--- src/rtl/tx_pattern_gen.sv ---
// Transmitter test-pattern source: PRBS7/15/31 or a fixed word, 16 bits per
// word clock, with optional inversion and single-bit error injection on dout[15].
module tx_pattern_gen #(
  parameter int W = 16
) (
  input  logic          clk,
  input  logic          rst_n,
  input  logic          cke,
  input  logic [1:0]    mode,
  input  logic [W-1:0]  fixed_word,
  input  logic          inv,
  input  logic          inj_err,
  output logic [W-1:0]  dout,
  output logic          dout_valid,
  output logic [31:0]   word_cnt,
  output logic [15:0]   err_cnt
);

  localparam logic [1:0] MODE_FIXED = 2'd3;

  logic [30:0]  lfsr;
  logic [1:0]   mode_q;
  logic         inj_r;
  logic         inj_prev;
  logic         pending;

  logic [30:0]  mask;
  logic [30:0]  start;
  logic [30:0]  nxt;
  logic         reseed;
  logic [W-1:0] prbs_word;
  logic [W-1:0] pat_word;
  logic         out_bit;
  logic         fb;
  logic         inj_edge;
  logic         flip;

  // The active width doubles as the all-ones seed for each polynomial.
  always_comb begin
    case (mode)
      2'd0:    mask = 31'h0000_007F;
      2'd1:    mask = 31'h0000_7FFF;
      default: mask = 31'h7FFF_FFFF;
    endcase
  end

  assign reseed = (mode != mode_q) || ((lfsr & mask) == 31'd0);
  assign start  = reseed ? mask : lfsr;

  // Sixteen Fibonacci steps per word; the MSB is the serial bit, so the
  // first step lands in dout[W-1].
  always_comb begin
    nxt       = start;
    prbs_word = '0;
    out_bit   = 1'b0;
    fb        = 1'b0;
    for (int i = 0; i < W; i++) begin
      case (mode)
        2'd0: begin
          out_bit = nxt[6];
          fb      = nxt[6] ^ nxt[5];
        end
        2'd1: begin
          out_bit = nxt[14];
          fb      = nxt[14] ^ nxt[13];
        end
        default: begin
          out_bit = nxt[30];
          fb      = nxt[30] ^ nxt[27];
        end
      endcase
      prbs_word[W-1-i] = out_bit;
      nxt = {nxt[29:0], fb} & mask;
    end
  end

  assign pat_word = (mode == MODE_FIXED) ? fixed_word : prbs_word;
  assign inj_edge = inj_r & ~inj_prev;
  assign flip     = pending | inj_edge;

  // Edges seen while stalled are parked in pending and merged, so at most
  // one word is flipped per stall.
  always_ff @(posedge clk) begin
    if (!rst_n) begin
      lfsr       <= mask;
      mode_q     <= mode;
      inj_r      <= 1'b0;
      inj_prev   <= 1'b0;
      pending    <= 1'b0;
      dout       <= '0;
      dout_valid <= 1'b0;
      word_cnt   <= 32'd0;
      err_cnt    <= 16'd0;
    end else begin
      inj_r    <= inj_err;
      inj_prev <= inj_r;
      if (cke) begin
        mode_q <= mode;
        if (mode != MODE_FIXED) begin
          lfsr <= nxt;
        end
        dout       <= pat_word ^ {W{inv}} ^ {flip, {(W-1){1'b0}}};
        dout_valid <= 1'b1;
        word_cnt   <= word_cnt + 32'd1;
        pending    <= 1'b0;
        if (flip && (err_cnt != 16'hFFFF)) begin
          err_cnt <= err_cnt + 16'd1;
        end
      end else if (inj_edge) begin
        pending <= 1'b1;
      end
    end
  end

endmodule

--- config.mk ---
export PLATFORM = sky130hd
export DESIGN_NAME = tx_pattern_gen
export DESIGN_NICKNAME = d
export VERILOG_FILES = /design/src/rtl/tx_pattern_gen.sv
export SDC_FILE = /design/constraint.sdc
export NUM_CORES = 1
export LEC_CHECK = 0
export CORE_ASPECT_RATIO = 0.75
export CORE_UTILIZATION = 50
export CTS_BUF_LIST = sky130_fd_sc_hd__clkbuf_4 sky130_fd_sc_hd__clkbuf_8
export DETAILED_ROUTE_END_ITERATION = 8
export GPL_TIMING_DRIVEN = 1
export HOLD_SLACK_MARGIN = 0.05
export PLACE_DENSITY = 0.74
export SYNTH_ARGS = -nofsm -noshare
export SYNTH_HDL_FRONTEND = slang
export SYNTH_SLANG_ARGS = --single-unit
--- constraint.sdc ---
create_clock -name clk -period 3.32 [get_ports clk]
set_input_delay 0.332 -clock clk [delete_from_list [all_inputs] [get_ports clk]]
set_output_delay 0.332 -clock clk [all_outputs]
set_load 0.05 [all_outputs]
==> metrics.md, run 1 <==
| Metric | Value |
|---|---|
| Status | complete, no violations |
| Post-synth ARST share | 0 |
| First-pass iteration count of the detailed router | 6 |
| Detailed Route Iter0 Violations | 674 |
| Arrival time at the worst endpoint | 3.30 ns |
| Pwr dens | around 430 mW/mm^2 |
| Fillers | 923 |
| Setup Fix Bufs, Post-CTS | 0 |
| Register area | between 0.002 and 0.0025 sq mm |
| Syn Nets | ~660 |
| Post-cts gate resize count | 0 |
| Final WL | 17100 microns |
| Die X | 124 microns |
| Post-synth EDFFs | 33 |
| Max-Cap Viols | 0 |
| Final nets | 751 |
| Max-slew violations | 0 |
| Register bit total from synthesis | 101 |
| Most frequent cells in the layout | 87 x clkdlybuf4s50_1, 86 x nor2_1, 68 x dfxtp_1, 46 x xor2_1, 44 x xnor2_1 |
| Worst clock skew | around 0.0094 ns |
| Average wire per cell in the routed design | 19.6 microns |
| Kind of critical path | register to register |
| Clock Path Buffers | 2 |
| Die Y | 93.8 microns |
| Mean area per synthesized cell | 8.87 sq um |
| Diode count | 0 |
| Synthesized instance count | 633 |
| Fin. Hold Viols | 0 |
| Core Box Area | 0.0109 sq mm |
| CP max FO | 13 |
| # setup viols final | 0 |
| Mapped Area | 0.00561 sq mm |
| GRT Util Overall | 0.295 |
| RePlAce Congestion | 0.964 |
| Clock slew at the register clock pins of the worst setup and hold paths | 0.10 ns |
| Worst hold margin | 0.482 ns |
| Rows | 33 |
| Worst Setup Start Kind | register |
| Drt via density | 5.99 |
| Max VDD drop | 0.000281 V |
| Vias in the first global route | 4882 |
| Num Clock Sinks | 101 |
| Gr ovfl total | 0 |
| Multi-input logic area | 0.00301 sq mm |
| Hold_buf cts | 0 |
| Area of the die | 0.0117 sq mm |
| Number of I/O pins | 88 |
| Yosys cell types | between 60 and 70 |
| Slew headroom | 0.537 |
| DRT antenna net count | 0 |
| Synth Warn # | 0 |
| Fmax | 0.331 GHz |
| DRC | 0 |
| Via Count | between 5k and 6k |
| Root buf cell | clkbuf_8 |
| Area Overhead vs Synth | 23.2% |
| Initial core utilization | 0.513 |
| First-pass GRT wire length | 26800 microns |
| Register area share after synthesis | 0.419 |
| Layout cells sized above 1 | 0.0876 |
| Tmin final | between 3 and 4 ns |
| Setup total negative slack | 0 ns |
| H-tree Lvls | 3 |
| Hold Crit Class | register to register |
| Predominant post-synthesis flop cell | dfxtp_1 |
| Fin crit share | 0.910 |
| CTS buffer count | 9 |
| CTS tree | yes |
| Pin count of the biggest net entering global routing | 46 |
| Unrepaired setup endpoints after global routing | false |
| Static leakage | approximately 0.0024 uW |
| CP required | 3.60 ns |
| Clk_lat worst skew | approximately 0.37 ns |
| Commonest non-fill, non-tap cell in the layout | clkdlybuf4s50_1 |
| Nature of the critical path endpoint | register |
| Power, Total | 2960 uW |
| Initial antenna violation count | 0 |
| Post-DP HPWL | 12300 microns |
| Worst-margin pin slew | 0.692 ns |
| Buffers on Ports | 87 |
-- metrics by stage --
stage	setup slack, ns	instance area, sq um	util	cells
6_report	0.300	6920	0.632	871
5_1_grt	0.184	6920	0.632	871
4_1_cts	0.363	6920	0.632	871
3_5_place_dp	0.404	6720	0.614	855
3_3_place_gp	0.360	6720	0.614	855
2_1_floorplan	0.765	5610	-	633
-- final timing paths --
path,start,endpoint,slack (ns),cells after the start
worst max-delay path,lfsr[2]$_SDFFCE_PN1P_,dout[12]$_SDFFE_PN0P_,0.30,8
worst min-delay path,inj_r$_SDFF_PN0_,inj_prev$_SDFF_PN0_,0.48,1
worst max register to register,lfsr[2]$_SDFFCE_PN1P_,dout[12]$_SDFFE_PN0P_,0.30,8
worst min register to register,inj_r$_SDFF_PN0_,inj_prev$_SDFF_PN0_,0.48,1
-- logic make-up (layout without fill, tap and decap cells) --
group                    after synthesis  count (layout)  share of synthesized area
AO/OA/AOI/OAI                        142             142                      0.164
XOR/XNOR                              90              90                      0.140
multiplexers                          12              12                     0.0218
AND/OR/NAND/NOR                      233             233                      0.204
adder cells (fa/ha/maj)                2               2                    0.00446
buffers and inverters                 53             151                     0.0457
flip-flops                           101             101                      0.419
-- registers in the layout, summed over array words and instances, names as in the netlist --
signal / cells
lfsr: 31
inj_prev: 1
inj_r: 1
err_cnt: 16
mode_q: 2
dout: 16
word_cnt: 32
dout_valid: 1
pending: 1
-- metal layers --
layer	up-vias	GRT usage	part of all wire
li1	2432	-	-
met1	2474	0.435	0.45
met2	284	0.433	0.42
met3	27	0.0700	0.11
met4	0	0.0673	0.013
met5	-	0	0
-- synth_stat cells, drive strengths merged (12+ instances only) --
library cell | number | share of area
xnor2 | 44 | 0.069
nor2 | 87 | 0.059
o21ai | 43 | 0.038
clkbuf | 24 | 0.016
nor3 | 18 | 0.017
dfxtp | 68 | 0.24
xor2 | 46 | 0.072
edfxtp | 33 | 0.18
a21oi | 33 | 0.029
nand2 | 38 | 0.025
nand4 | 12 | 0.013
buf | 16 | 0.021
nand3 | 19 | 0.018
-- worst max-delay path: stages (launching register included) --
cell and delay [ns]:
edfxtp_1 0.62, nor3_1 0.57, nand3_2 0.25, or3_4 0.46, and3_1 0.26, buf_4 0.23, a22oi_2 0.23, xnor2_1 0.09
a211oi_1 0.22
-- report_power, final --
group	switching, uW	leakage [uW]	total [uW]	internal [uW]
Clock	454	0.000102	819	366
Combinational	431	0.00144	700	269
Sequential	87.8	0.000887	1440	1350
Total	972	0.00243	2960	1990
-- final cells by class --
cell class / instances / share of cell area
sequential: 101 / 0.340
timing repair buffer: 122 / 0.164
clock buffer: 10 / 0.0190
multi-input combinational: 479 / 0.434
inverter: 13 / 0.00705
tap: 140 / 0.0253
clock inverter: 6 / 0.0103
No activity file was read; power rests on OpenSTA's default activity.
==> inputs of run 2 (changes only) <==
Clock period 3.32 ns to 2.9 ns, I/O delays scaled along.
==> metrics.md, run 2 (synthesis results as in run 1) <==
| Metric | Value |
|---|---|
| Pin count of the biggest net entering global routing | 42 (-8.7%) |
| Number of I/O pins | 88 (unchanged) |
| CP max FO | 6 (-7) |
| CTS tree | yes |
| Hold Path Cell Cnt | 2 (+1) |
| Max-Cap Viols | 0 (unchanged) |
| Status | complete, no violations |
| Hold Crit Class | register to register |
| Max VDD drop | 0.000274 V (-2.5%) |
| Worst Setup Start Kind | register |
| Worst path cell trace | nor4_1 -> a21oi_1 -> buf_4 -> o211ai_1 -> o21ai_0 -> a22oi_4 -> xnor2_1 -> a21oi_1 |
| Initial core utilization | 0.513 (unchanged) |
| RePlAce Congestion | 1.03 (+6.7%) |
| Slew headroom | 0.511 (-0.0259) |
| DRC | 0 (unchanged) |
| Worst-margin pin slew | 0.728 ns (+0.0362 ns) |
| Area Overhead vs Synth | 27.3% |
| Static leakage | 0.00257 uW (+5.8%) |
| CP delay by family, top | compound AO/OA/AOI/OAI gates |
| Unrepaired setup endpoints after global routing | false |
| Die X | 124 microns (unchanged) |
| Commonest non-fill, non-tap cell in the layout | clkdlybuf4s50_1 |
| Fin. Hold Viols | 0 (unchanged) |
| Buffers on Ports | 87 (unchanged) |
| Fmax | 0.362 GHz (+9.4%) |
| Vias in the first global route | 4967 (+1.7%) |
| # setup viols final | 0 (unchanged) |
| Setup total negative slack | 0 ns (unchanged) |
| GRT Util Overall | 0.300 (+0.00422) |
| Root buf cell | clkbuf_8 |
| Most Frequent Cell on Critical Path | a21oi_1 |
| Worst path buffer plus inverter count | 1 (unchanged) |
| Gr ovfl total | 0 (unchanged) |
| Flop pwr share | 0.468 (-0.019) |
| Final nets | 778 (+3.6%) |
| Clock share of power | 0.275 (-0.002) |
| Post-placement cell area | 0.00692 sq mm (+3.1%) |
| R2R depth | 8 (unchanged) |
| Top Registers | word_cnt: 32 flops, lfsr: 31 flops |
| Most frequent cells in the layout | 87 x clkdlybuf4s50_1, 86 x nor2_1, 68 x dfxtp_1, 61 x buf_4, 46 x xor2_1 |
| Sw Ratio | 0.330 (+0.00148) |
| Initial antenna violation count | 0 (unchanged) |
| Nature of the critical path endpoint | register |
| Max-slew violations | 0 (unchanged) |
| Diode count | 0 (unchanged) |
| Power, Total | 3460 uW (+17%) |
| Layout cells sized above 1 | 0.120 (+0.0325) |
| Register name with the most flops | word_cnt |
| Slowest cell on crit path | nor4_1 |
| Kind of critical path | register to register |
| CP Depth | 8 (unchanged) |
| First-pass GRT wire length | 26900 microns (+0.38%) |
| Fin crit share | 0.952 (+0.0424) |
| Pwr dens | 484 mW/mm^2 (+13%) |
| Via Count | 5282 (+1.2%) |
| Clock slew at the register clock pins of the worst setup and hold paths | 0.10 ns (about the same) |
| Num Clock Sinks | 101 (unchanged) |
| Clock Path Buffers | 2 (unchanged) |
| Max FFs per register | 32 (unchanged) |
| Reported net switching power | 1140 uW (+17%) |
| CTS buffer count | 9 (unchanged) |
| Rows | 33 (unchanged) |
| Combinational group share of total power | 0.256 (+0.020) |
| Core Box Area | 0.0109 sq mm (unchanged) |
| Register area | 0.00235 sq mm (unchanged) |
| H-tree Lvls | 3 (unchanged) |
| Drt via density | 5.88 (-1.8%) |
| Multi-input logic area | 0.00301 sq mm (unchanged) |
| Average wire per cell in the routed design | 19.3 microns (-1.5%) |
| Fin area | 0.00715 sq mm (+3.3%) |
| Detailed Route Iter0 Violations | 605 (-10%) |
| P_int | 2320 uW (+17%) |
| Final WL | 17400 microns (+1.5%) |
| Tmin final | 2.76 ns (-0.259 ns) |
| First-pass iteration count of the detailed router | 7 (+1) |
| Die Y | 93.8 microns (unchanged) |
| Arrival time at the worst endpoint | 3.01 ns (-0.29 ns) |
| Post-cts gate resize count | 0 (unchanged) |
| Post-DP HPWL | 12800 microns (+4.4%) |
| Fillers | 902 (-2.3%) |
| Worst clock skew | 0.0133 ns (+0.00390 ns) |
| Clk_lat worst skew | 0.38 ns (about the same) |
| CP required | 3.15 ns (-0.45 ns) |
| Largest stage delay on the critical path | 0.53 ns (-0.09 ns) |
| DRT antenna net count | 0 (unchanged) |
| Area of the die | 0.0117 sq mm (unchanged) |
## run 2: metrics by stage
stage	hold WS [ns]	cells	utilization	worst slack, ns
floorplan	0.389	633	-	0.345
CTS	0.482	897	0.652	0.184
detailed placement	0.447	881	0.633	0.177
global placement	0.441	881	0.633	0.148
finish	0.479	898	0.653	0.139
global route	0.513	898	0.653	0.00580
## run 2: final cells by class
type	instances	share of cell area
Clock buffer	9	0.0173
Clock inverter	7	0.0130
Inverter	13	0.00683
Multi-Input combinational cell	479	0.421
Sequential cell	101	0.329
Tap cell	140	0.0245
Timing Repair Buffer	149	0.189
## run 2: tightest hold or removal path: stages, from the launching register on
cell and delay (ns):
dfxtp_1 0.32, nand3b_1 0.07, nand2_1 0.05
## run 2: power by group through the flow
stage | clock network (uW) | registers (uW) | logic [uW]
after floorplan | 0 | 1720 | 454
after global placement | 0 | 1650 | 870
after detailed placement | 0 | 1650 | 864
after CTS | 974 | 1620 | 868
after global routing | 1020 | 1630 | 945
final | 953 | 1620 | 887
## run 2: timing repair
action	CTS	global route
endpoints found under the setup margin	0	6
hold buffers	0	0
buffers inserted	0	1
## run 2: metal layers
layer  GRT usage  vias up  routed length (microns)
met2       0.445      286                     7410
met5           0        -                        0
li1            -     2498                        -
met4      0.0733        0                      179
met3      0.0968       15                     1900
met1       0.419     2483                     7870
## run 2: final timing paths
check                            start                     to  slack [ns]
setup / recovery    lfsr[11]$_DFFE_PP_  dout[15]$_SDFFE_PN0P_        0.14
hold / removal    dout[3]$_SDFFE_PN0P_   dout[3]$_SDFFE_PN0P_        0.48
setup reg to reg    lfsr[11]$_DFFE_PP_  dout[15]$_SDFFE_PN0P_        0.14
hold reg to reg   dout[3]$_SDFFE_PN0P_   dout[3]$_SDFFE_PN0P_        0.48
==> inputs of run 3 (changes only) <==
Settings changed: HOLD_SLACK_MARGIN 0.05 to not set.
==> results of run 3 <==
No change in the layout: final DEF, timing and power equal those of run 2.
